File: src/rtl/morse_pkg.sv
// Shared definitions for the Morse transmitter: character codes, FSM states
// and timing multipliers expressed in Morse units.
package morse_pkg;

  localparam logic [5:0] MORSE_A = 6'd0,  MORSE_B = 6'd1,  MORSE_C = 6'd2,  MORSE_D = 6'd3;
  localparam logic [5:0] MORSE_E = 6'd4,  MORSE_F = 6'd5,  MORSE_G = 6'd6,  MORSE_H = 6'd7;
  localparam logic [5:0] MORSE_I = 6'd8,  MORSE_J = 6'd9,  MORSE_K = 6'd10, MORSE_L = 6'd11;
  localparam logic [5:0] MORSE_M = 6'd12, MORSE_N = 6'd13, MORSE_O = 6'd14, MORSE_P = 6'd15;
  localparam logic [5:0] MORSE_Q = 6'd16, MORSE_R = 6'd17, MORSE_S = 6'd18, MORSE_T = 6'd19;
  localparam logic [5:0] MORSE_U = 6'd20, MORSE_V = 6'd21, MORSE_W = 6'd22, MORSE_X = 6'd23;
  localparam logic [5:0] MORSE_Y = 6'd24, MORSE_Z = 6'd25;
  localparam logic [5:0] MORSE_0 = 6'd26, MORSE_1 = 6'd27, MORSE_2 = 6'd28, MORSE_3 = 6'd29;
  localparam logic [5:0] MORSE_4 = 6'd30, MORSE_5 = 6'd31, MORSE_6 = 6'd32, MORSE_7 = 6'd33;
  localparam logic [5:0] MORSE_8 = 6'd34, MORSE_9 = 6'd35;
  localparam logic [5:0] MORSE_SPACE = 6'd36;

  typedef enum logic [2:0] {
    ST_IDLE,
    ST_MARK,
    ST_SPACE,
    ST_GAP,
    ST_WORD
  } morse_tx_state_t;

  // Durations in units; WORD_EXTRA tops up the preceding 3U gap to a 7U word gap.
  localparam logic [2:0] DOT        = 3'd1;
  localparam logic [2:0] DASH       = 3'd3;
  localparam logic [2:0] ELEM_GAP   = 3'd1;
  localparam logic [2:0] CHAR_GAP   = 3'd3;
  localparam logic [2:0] WORD_EXTRA = 3'd4;

endpackage

File: src/rtl/morse_tx_if.sv
// Character handshake between a character source (master) and the Morse
// transmitter (slave).
interface morse_tx_if;
  logic       char_valid;
  logic [5:0] char_data;
  logic       char_ready;

  modport master (output char_valid, output char_data, input char_ready);
  modport slave  (input char_valid, input char_data, output char_ready);
endinterface

File: src/rtl/morse_encode_lut.sv
// Combinational ITU Morse lookup: code -> element count and pattern
// (first element in pat[len-1], 1 = dash).
module morse_encode_lut
  import morse_pkg::*;
(
  input  logic [5:0] code,
  output logic [2:0] len,
  output logic [4:0] pat,
  output logic       is_space,
  output logic       is_invalid
);

  always_comb begin
    len        = 3'd0;
    pat        = 5'd0;
    is_space   = 1'b0;
    is_invalid = 1'b0;
    case (code)
      MORSE_A: begin len = 3'd2; pat = 5'b00001; end
      MORSE_B: begin len = 3'd4; pat = 5'b01000; end
      MORSE_C: begin len = 3'd4; pat = 5'b01010; end
      MORSE_D: begin len = 3'd3; pat = 5'b00100; end
      MORSE_E: begin len = 3'd1; pat = 5'b00000; end
      MORSE_F: begin len = 3'd4; pat = 5'b00010; end
      MORSE_G: begin len = 3'd3; pat = 5'b00110; end
      MORSE_H: begin len = 3'd4; pat = 5'b00000; end
      MORSE_I: begin len = 3'd2; pat = 5'b00000; end
      MORSE_J: begin len = 3'd4; pat = 5'b00111; end
      MORSE_K: begin len = 3'd3; pat = 5'b00101; end
      MORSE_L: begin len = 3'd4; pat = 5'b00100; end
      MORSE_M: begin len = 3'd2; pat = 5'b00011; end
      MORSE_N: begin len = 3'd2; pat = 5'b00010; end
      MORSE_O: begin len = 3'd3; pat = 5'b00111; end
      MORSE_P: begin len = 3'd4; pat = 5'b00110; end
      MORSE_Q: begin len = 3'd4; pat = 5'b01101; end
      MORSE_R: begin len = 3'd3; pat = 5'b00010; end
      MORSE_S: begin len = 3'd3; pat = 5'b00000; end
      MORSE_T: begin len = 3'd1; pat = 5'b00001; end
      MORSE_U: begin len = 3'd3; pat = 5'b00001; end
      MORSE_V: begin len = 3'd4; pat = 5'b00001; end
      MORSE_W: begin len = 3'd3; pat = 5'b00011; end
      MORSE_X: begin len = 3'd4; pat = 5'b01001; end
      MORSE_Y: begin len = 3'd4; pat = 5'b01011; end
      MORSE_Z: begin len = 3'd4; pat = 5'b01100; end
      MORSE_0: begin len = 3'd5; pat = 5'b11111; end
      MORSE_1: begin len = 3'd5; pat = 5'b01111; end
      MORSE_2: begin len = 3'd5; pat = 5'b00111; end
      MORSE_3: begin len = 3'd5; pat = 5'b00011; end
      MORSE_4: begin len = 3'd5; pat = 5'b00001; end
      MORSE_5: begin len = 3'd5; pat = 5'b00000; end
      MORSE_6: begin len = 3'd5; pat = 5'b10000; end
      MORSE_7: begin len = 3'd5; pat = 5'b11000; end
      MORSE_8: begin len = 3'd5; pat = 5'b11100; end
      MORSE_9: begin len = 3'd5; pat = 5'b11110; end
      MORSE_SPACE: is_space = 1'b1;
      default:     is_invalid = 1'b1;
    endcase
  end

endmodule

File: src/rtl/morse_tx.sv
// Morse transmitter: accepts character codes and keys them out with standard
// unit timing. Define MORSE_TX_SIDETONE_EN to build the sidetone generator.
module morse_tx
  import morse_pkg::*;
#(
  parameter int unsigned UNIT_CYCLES      = 5_000_000,
  parameter int unsigned TONE_HALF_CYCLES = 50_000
) (
  input  logic         clk_100Mhz,
  input  logic         reset,
  morse_tx_if.slave    char_if,
  output logic         key,
  output logic         tone,
  output logic         busy,
  output logic         char_done,
  output logic         char_err
);

  localparam int unsigned CW = $clog2(UNIT_CYCLES);
  localparam logic [CW-1:0] CYC_LAST = CW'(UNIT_CYCLES - 1);

  if (UNIT_CYCLES < 2) begin : g_bad_unit
    $error("morse_tx: UNIT_CYCLES must be at least 2");
  end
  if (TONE_HALF_CYCLES < 1) begin : g_bad_tone
    $error("morse_tx: TONE_HALF_CYCLES must be at least 1");
  end

  morse_tx_state_t r_state;
  logic [CW-1:0]   r_cyc;
  logic [2:0]      r_units;
  logic [2:0]      r_idx;
  logic [4:0]      r_pat;
  logic            r_key, r_busy, r_done, r_err;

  logic [2:0] w_len;
  logic [4:0] w_pat;
  logic       w_is_space, w_is_invalid;
  logic [2:0] w_first_idx, w_next_idx;

  morse_encode_lut u_lut (
    .code       (char_if.char_data),
    .len        (w_len),
    .pat        (w_pat),
    .is_space   (w_is_space),
    .is_invalid (w_is_invalid)
  );

  assign w_first_idx        = w_len - 3'd1;
  assign w_next_idx         = r_idx - 3'd1;
  assign char_if.char_ready = (r_state == ST_IDLE);

  // Each non-idle state runs r_units whole units; r_cyc wraps once per unit.
  always_ff @(posedge clk_100Mhz) begin
    if (!reset) begin
      r_state <= ST_IDLE;
      r_cyc   <= '0;
      r_units <= '0;
      r_idx   <= '0;
      r_pat   <= '0;
      r_key   <= 1'b0;
      r_busy  <= 1'b0;
      r_done  <= 1'b0;
      r_err   <= 1'b0;
    end else begin
      r_done <= 1'b0;
      r_err  <= 1'b0;
      if (r_state == ST_IDLE) begin
        r_cyc <= '0;
        if (char_if.char_valid) begin
          if (w_is_invalid) begin
            r_err <= 1'b1;
          end else if (w_is_space) begin
            r_state <= ST_WORD;
            r_units <= WORD_EXTRA;
            r_busy  <= 1'b1;
          end else begin
            r_state <= ST_MARK;
            r_pat   <= w_pat;
            r_idx   <= w_first_idx;
            r_units <= w_pat[w_first_idx] ? DASH : DOT;
            r_key   <= 1'b1;
            r_busy  <= 1'b1;
          end
        end
      end else if (r_cyc != CYC_LAST) begin
        r_cyc <= r_cyc + 1'b1;
      end else begin
        r_cyc <= '0;
        if (r_units != 3'd1) begin
          r_units <= r_units - 3'd1;
        end else begin
          case (r_state)
            ST_MARK: begin
              r_key <= 1'b0;
              if (r_idx != 3'd0) begin
                r_state <= ST_SPACE;
                r_units <= ELEM_GAP;
              end else begin
                r_state <= ST_GAP;
                r_units <= CHAR_GAP;
              end
            end
            ST_SPACE: begin
              r_state <= ST_MARK;
              r_idx   <= w_next_idx;
              r_units <= r_pat[w_next_idx] ? DASH : DOT;
              r_key   <= 1'b1;
            end
            default: begin
              r_state <= ST_IDLE;
              r_units <= '0;
              r_busy  <= 1'b0;
              r_done  <= 1'b1;
            end
          endcase
        end
      end
    end
  end

  assign key       = r_key;
  assign busy      = r_busy;
  assign char_done = r_done;
  assign char_err  = r_err;

`ifdef MORSE_TX_SIDETONE_EN
  localparam int unsigned TW = $clog2(TONE_HALF_CYCLES + 1);
  localparam logic [TW-1:0] TONE_LAST = TW'(TONE_HALF_CYCLES - 1);

  logic [TW-1:0] r_tone_cnt;
  logic          r_tone;

  // Held at zero while keyed off so every mark starts on a fresh low half-period.
  always_ff @(posedge clk_100Mhz) begin
    if (!reset || !r_key) begin
      r_tone_cnt <= '0;
      r_tone     <= 1'b0;
    end else if (r_tone_cnt == TONE_LAST) begin
      r_tone_cnt <= '0;
      r_tone     <= ~r_tone;
    end else begin
      r_tone_cnt <= r_tone_cnt + 1'b1;
    end
  end

  assign tone = r_tone;
`else
  assign tone = 1'b0;
`endif

endmodule
File: src/flat_wrapper.sv
// flat-port wrapper written by rule: the top's interface ports become plain ports
module morse_tx_flat import morse_pkg::*;
#(
  parameter int unsigned UNIT_CYCLES      = 5_000_000,
  parameter int unsigned TONE_HALF_CYCLES = 50_000
)
  (clk_100Mhz, reset, key, tone, busy, char_done, char_err, char_if_char_valid, char_if_char_data, char_if_char_ready);
  morse_tx_if char_if_i ();
  input  logic clk_100Mhz;
  input  logic reset;
  output logic key;
  output logic tone;
  output logic busy;
  output logic char_done;
  output logic char_err;
  input wire logic [$bits(char_if_i.char_valid)-1:0] char_if_char_valid;
  input wire logic [$bits(char_if_i.char_data)-1:0] char_if_char_data;
  output wire logic [$bits(char_if_i.char_ready)-1:0] char_if_char_ready;
  assign char_if_i.char_valid = char_if_char_valid;
  assign char_if_i.char_data = char_if_char_data;
  assign char_if_char_ready = char_if_i.char_ready;
  morse_tx #(.UNIT_CYCLES(UNIT_CYCLES), .TONE_HALF_CYCLES(TONE_HALF_CYCLES)) u_core (.clk_100Mhz(clk_100Mhz), .reset(reset), .char_if(char_if_i), .key(key), .tone(tone), .busy(busy), .char_done(char_done), .char_err(char_err));
endmodule
File: config.mk
export PLATFORM = sky130hd
export DESIGN_NAME = morse_tx_flat
export DESIGN_NICKNAME = d
export VERILOG_FILES = /design/src/rtl/morse_pkg.sv /design/src/rtl/morse_tx_if.sv /design/src/rtl/morse_encode_lut.sv /design/src/rtl/morse_tx.sv /design/src/flat_wrapper.sv
export SDC_FILE = /design/constraint.sdc
export NUM_CORES = 1
export LEC_CHECK = 0
export ABC_AREA = 1
export CORE_UTILIZATION = 66
export CTS_BUF_LIST = sky130_fd_sc_hd__clkbuf_8
export DETAILED_ROUTE_END_ITERATION = 6
export PLACE_DENSITY = 0.92
export SLEW_MARGIN = 30
export SYNTH_ARGS = -nofsm -noshare
export SYNTH_HDL_FRONTEND = slang
export SYNTH_SLANG_ARGS = --single-unit
File: constraint.sdc
create_clock -name clk_100Mhz -period 6.95 [get_ports clk_100Mhz]
set_clock_uncertainty 0.15 [all_clocks]
set_input_delay 2.085 -clock clk_100Mhz [delete_from_list [all_inputs] [get_ports clk_100Mhz]]
set_output_delay 2.085 -clock clk_100Mhz [all_outputs]
set_load 0.05 [all_outputs]
==> results.toml, run 1 <==
[status]
status = "finished, final reports clean"

[clock_network]
clk_pin_slew_ps = 80
clkLatencyLatePin_ps = 300
htree_levels = 2
numCtsBuffers = 5
clock_path_buffers = 2
ctsResizeCount = 0
cts-root-buf = "clkbuf_8"
ctsHoldBuffers = 0
cts_setup_buffers = 0
cts_sinks = 41
cts_tree = "yes"

[critical_path]
r2r_cells = 10
path_buf_inv = 2
crit_path_start = "u_core.r_state[0]"
cp.depth = 4
worstReg2RegStart = "u_core.r_state[0]"
slowest_stage = "clkdlybuf4s50_1"
critPathMostFrequentCell = "nor2_1"
rrSetupSlack_ps = 4380
critPathMaxStageDelay_ps = 980
crit_chain = "nor2_1 -> inv_1 -> nor2_1 -> clkdlybuf4s50_1"
r2r_end = "u_core.r_pat[4]"
critical-path-top-delay-family = "buffers and inverters"
endpoint = "char_if_char_ready"
required_ps = 4720
critPathKind = "reg2out"
arrival_ps = 2390
worstSetupEndpointType = "output pin"
crit_fanout = 12
worstSetupStartpointType = "flip-flop"

[floorplanning]
coreArea_um2 = 4029
io_pins = 15
start_util_pct = 68.76
die_width_um = 66.79
die_h_um = 66.79
die_area_um2 = 4460
core.rowCount = 23

[timing]
slew_viol_final = 0
hold_viol_final = 0
max-slew-margin-rel_pct = 47.33
rsz0062_at_grt = "no"
setup_viol = 0
period_needed_ps = 4628
timing.final.ws_setup_ps = 2322
max_freq_mhz = 216.1
hold_ws_ps = 311.7
tightest_slew_ps = 787.2
final.period_utilization_pct = 66.59
tns_ps = 0

[yosys]
synth_top_family_by_area = "simple AND/OR/NAND/NOR gates"
synth.area.top_cells = "dfxtp_1 (30%), nand2_1 (14%), nor2_1 (11%)"
yosys.area_share.simple_pct = 44.94
synth_xor_area_share_pct = 1.897
ys_types = 38
yosysTopAreaCellShare_pct = 29.63
synth_area_um2 = 2770
ys_warn_count = 0
syn_avg_cell_area_um2 = 6.102
synthArstFlopShare_pct = 0
ys.flop_type = "dfxtp_1"
synth.most_common_cell = "nand2_1"
synthAdderAreaFrac_pct = 2.710
syn_inst = 454
synth_nets = 469
synth_edf_count = 0
yosys-top-cells-count = "nand2_1 (107), nor2_1 (82), inv_1 (62)"
synthMuxAreaShare_pct = 0
yosysTopAreaCell = "dfxtp_1"
ys_ff_latch = 41
synth-compound-area-share_pct = 10.57
yosysSeqAreaShare_pct = 29.63

[finish]
instances_no_fill = 518
finalNetCount = 482
finalInstanceArea_um2 = 3028
n_antenna_cell = 0
final_util_pct = 75.16
fillers = 332
layout-drive-gt1-share_pct = 5.769
syn2layout_area_growth_pct = 9.304

[grt]
grt_max_degree = 18
grt_pass1_wl_mm = 10.44
grt_use_total_pct = 30.61
antenna_found_initial = 0
grt_overflow = 0
grt_pass1_vias = 2436

[placement]
port_buffers = 13
place.detailed.hpwl_mm = 5.007
dpl-instance-area_um2 = 2927
placedCellCount = 510
pre_cts_ws_ps = 2162
gp_congestion = 0.9299

[pwr]
p_int_mw = 0.4539
power.share.sequential_pct = 35.9
report.power.total_mw = 0.7688
p_leak_nw = 1.302
p_per_area_nw_per_um2 = 253.9
p_sw_share_pct = 40.96
power.switching_mw = 0.3149
pwr-share-comb_pct = 41.6
ir_worst_vdd_uv = 121.0
p_clk_share_pct = 22.5

[routing]
viasPerCell = 5.649
drt_first_pass_iters = 5
antenna_left = 0
remaining_drc_errors = 0
num_vias = 2926
drt_iter0_drc = 254
wl_per_cell_um = 12.54
wirelength_mm = 6.495

[worst_hold_path]
min_path_type = "reg2reg"

[job]
cap_viol_max_count = 0
[how the worst min path moves through the flow]
stage | slack, ps | end | start | cells after the start
after floorplan | 280 | u_core.r_pat[0] | u_core.r_pat[0] | 2
after global placement | 300 | u_core.r_pat[2] | u_core.r_pat[2] | 2
after detailed placement | 300 | u_core.r_pat[2] | u_core.r_pat[2] | 2
after CTS | 310 | u_core.r_pat[2] | u_core.r_pat[2] | 2
after global routing | 340 | u_core.r_pat[2] | u_core.r_pat[2] | 2
final | 310 | u_core.r_pat[2] | u_core.r_pat[2] | 2
[metal layers]
layer  GRT usage (%)  vias up  part of all wire [%]
met5               0        -                     0
met1           38.60     1313                    45
met2           49.62      116                    47
met4           13.03        0                   2.5
li1                -     1480                     -
met3           6.678       17                   6.0
[logic make-up after synthesis]
kind of cell	Yosys count
simple gates	274
buf+inv	72
compound gates	54
flops	41
xor+xnor	6
fa+ha+maj	6
other cells	1
[state kept, by name, summed over array words and instances, names as in the netlist]
register          cells
u_core.r_idx          3
u_core.r_state        3
u_core.busy           1
u_core.char_err       1
u_core.r_units        3
u_core.r_cyc         23
u_core.key            1
u_core.r_pat          5
u_core.char_done      1
[layout make-up]
type	instances	area [um^2]	area share, %
Sequential cell	41	820.8	27.11
Clock inverter	1	5.005	0.1653
Timing Repair Buffer	13	130.1	4.298
Inverter	65	244.0	8.058
Clock buffer	7	96.34	3.182
Tap cell	50	62.56	2.066
Multi-Input combinational cell	341	1669	55.12
[worst reg2reg max path, stage by stage, from the launching register on]
cell and delay [ps]:
dfxtp_1 350, nor2_1 90, inv_1 70, nor2_1 600
inv_1 320, nor2_1 160, inv_1 90, nor2_4 220
nand2_4 110, o21ai_0 230, nor2_1 80
[power groups by stage]
stage | logic [mW] | registers (mW) | clock network (mW)
after global placement | 0.308 | 0.280 | 0
final | 0.320 | 0.276 | 0.173
after floorplan | 0.233 | 0.290 | 0
after detailed placement | 0.313 | 0.281 | 0
after global routing | 0.359 | 0.279 | 0.181
after CTS | 0.316 | 0.276 | 0.176
[cell usage in the layout (no fill, tap or decap), types with 7 or more instances in the layout]
cell type        synthesis  final
nand4_1                 10     10
dfxtp_1                 41     41
nand3_1                 41     41
o21ai_0                 21     21
nand2_1                107    107
clkbuf_8                 0      7
clkdlybuf4s50_1          0     13
nor2_1                  82     82
inv_1                   62     62
a21oi_1                 24     24
Power figures use the tool's default switching activity.
==> run 2: changes to the inputs <==
- CORE_UTILIZATION: 66 -> 56
- PLACE_DENSITY: 0.92 -> 0.83
- clock period: 6.95 -> 3.8 ns (I/O delays scaled with it)
==> results.toml, run 2 (synthesis gave the netlist of run 1 again) <==
[status]
status = "finished, final reports clean"

[clock_network]
ctsHoldBuffers = 0
cts-root-buf = "clkbuf_8"
clkLatencyLatePin_ps = 290
cts_tree = "yes"
cts_setup_buffers = 0
clock_path_buffers = 2
cts_sinks = 41
numCtsBuffers = 5
htree_levels = 2
ctsResizeCount = 0
clk_pin_slew_ps = 80

[critical_path]
required_ps = 3840
path_buf_inv = 2
arrival_ps = 3540
crit_fanout = 12
worstSetupStartpointType = "input port"
critPathMaxStageDelay_ps = 560
critPathKind = "in2reg"
critPathMostFrequentCell = "nand3_1"
worstReg2RegStart = "u_core.r_cyc[0]"
slowest_stage = "nor2_1"
crit_path_start = "char_if_char_data[5]"
critical-path-top-delay-family = "simple AND/OR/NAND/NOR gates"
crit_chain = "clkdlybuf4s50_1 -> nor2_1 -> nand3_1 -> nand3_1 -> nor2_1 -> nand3_1 -> inv_1 -> ha_1 -> nand4_1 -> nand2_1 -> nor2_1 -> nand3_1 -> nand3_1 -> a21oi_1"
worstSetupEndpointType = "flip-flop"

[routing]
wirelength_mm = 6.442
drt_iter0_drc = 212
antenna_left = 0
num_vias = 2873
wl_per_cell_um = 11.95
remaining_drc_errors = 0
viasPerCell = 5.330
drt_first_pass_iters = 4

[finish]
top_register = "u_core.r_cyc"
finalNetCount = 487
instances_no_fill = 539
syn2layout_area_growth_pct = 11.52
largest_register_ffs = 23
n_antenna_cell = 0
top_regs = "u_core.r_cyc (23), u_core.r_pat (5)"
layout_commonest_cell = "nand2_1"
final_cell_mix = "nand2_1 (107), nor2_1 (82), inv_1 (62)"
layout-drive-gt1-share_pct = 6.568

[placement]
port_buffers = 13
placedCellCount = 532
place.detailed.hpwl_mm = 5.045
gp_congestion = 0.9771

[grt]
grt_pass1_wl_mm = 11.07
grt_use_total_pct = 26.28
antenna_found_initial = 0
grt_pass1_vias = 2581
grt_max_degree = 18
grt_overflow = 0

[timing]
max_freq_mhz = 285.2
slew_viol_final = 0
setup_viol = 0
period_needed_ps = 3506
hold_viol_final = 0
tightest_slew_ps = 694.2
final.period_utilization_pct = 92.26
tns_ps = 0
rsz0062_at_grt = "no"
max-slew-margin-rel_pct = 53.55

[floorplanning]
die_width_um = 72.33
io_pins = 15
core.rowCount = 25
start_util_pct = 58.26
die_area_um2 = 5232
die_h_um = 72.33
coreArea_um2 = 4755

[worst_hold_path]
hold_path_startpoint = "u_core.r_cyc[20]"
min_path_type = "reg2reg"

[job]
cap_viol_max_count = 0

[pwr]
p_leak_nw = 1.327
ir_worst_vdd_uv = 275.3
report.power.total_mw = 1.450
p_per_area_nw_per_um2 = 469.3
run 2: cell types whose count changed in the layout (fill, tap and decap cells not counted):
cell       change
bufinv_16      +1
buf_4          +5
clkbuf_8       -2
run 2: report_power, final:
| group | switching, mW | leakage [nW] | internal (mW) |
|---|---|---|---|
| logic | 0.399 | 0.940 | 0.204 |
| registers | 0.0301 | 0.333 | 0.475 |
| clock network | 0.150 | 0.0540 | 0.191 |
| total | 0.580 | 1.33 | 0.870 |
run 2: area by class of cell:
type | count | area (um^2)
multi-input combinational | 341 | 1669
fill | 449 | 1665
sequential | 41 | 820.8
inverter | 65 | 244.0
timing repair buffer | 18 | 167.7
tap | 67 | 83.83
clock buffer | 5 | 68.82
clock inverter | 2 | 35.03
run 2: final timing paths:
path                            end  slack [ps]  cells after the start
setup reg to reg   u_core.r_cyc[12]        1600                     12
hold reg to reg    u_core.r_cyc[20]         310                      2
setup / recovery  u_core.r_units[1]         290                     14
hold / removal     u_core.r_cyc[20]         310                      2
run 2: worst register-to-register path: cells and delay by family, from the launching register on:
family | cells | cell delay [ps]
flops | 1 | 380
fa+ha+maj | 1 | 180
compound gates | 2 | 190
simple gates | 6 | 700
buf+inv | 3 | 510
run 2: per-stage QoR:
| stage | hold slack, ps | util [%] | setup WS (ps) | area [um^2] |
|---|---|---|---|---|
| floorplan | 279.5 | - | 889.2 | 2770 |
| global placement | 296.2 | 62.79 | 81.04 | 2985 |
| detailed placement | 304.9 | 62.79 | 3.952 | 2985 |
| CTS | 318.6 | 64.97 | 300.3 | 3089 |
| global route | 351.3 | 64.97 | 2.220 | 3089 |
| finish | 313.9 | 64.97 | 294.1 | 3089 |
run 2: per-layer routing:
| layer | global-route usage, % | wire length (um) | part of all wire (%) | vias to the layer above |
|---|---|---|---|---|
| li1 | - | - | - | 1496 |
| met1 | 37.04 | 3082 | 48 | 1276 |
| met2 | 41.54 | 2850 | 44 | 96 |
| met3 | 4.444 | 465 | 7.2 | 5 |
| met4 | 6.754 | 44 | 0.68 | 0 |
| met5 | 0 | 0 | 0 | - |
==> run 3: changes to the inputs <==
- GPL_ROUTABILITY_DRIVEN: default -> 1
==> results of run 3 <==
The final DEF is identical to that of run 2; final timing and power are the same.
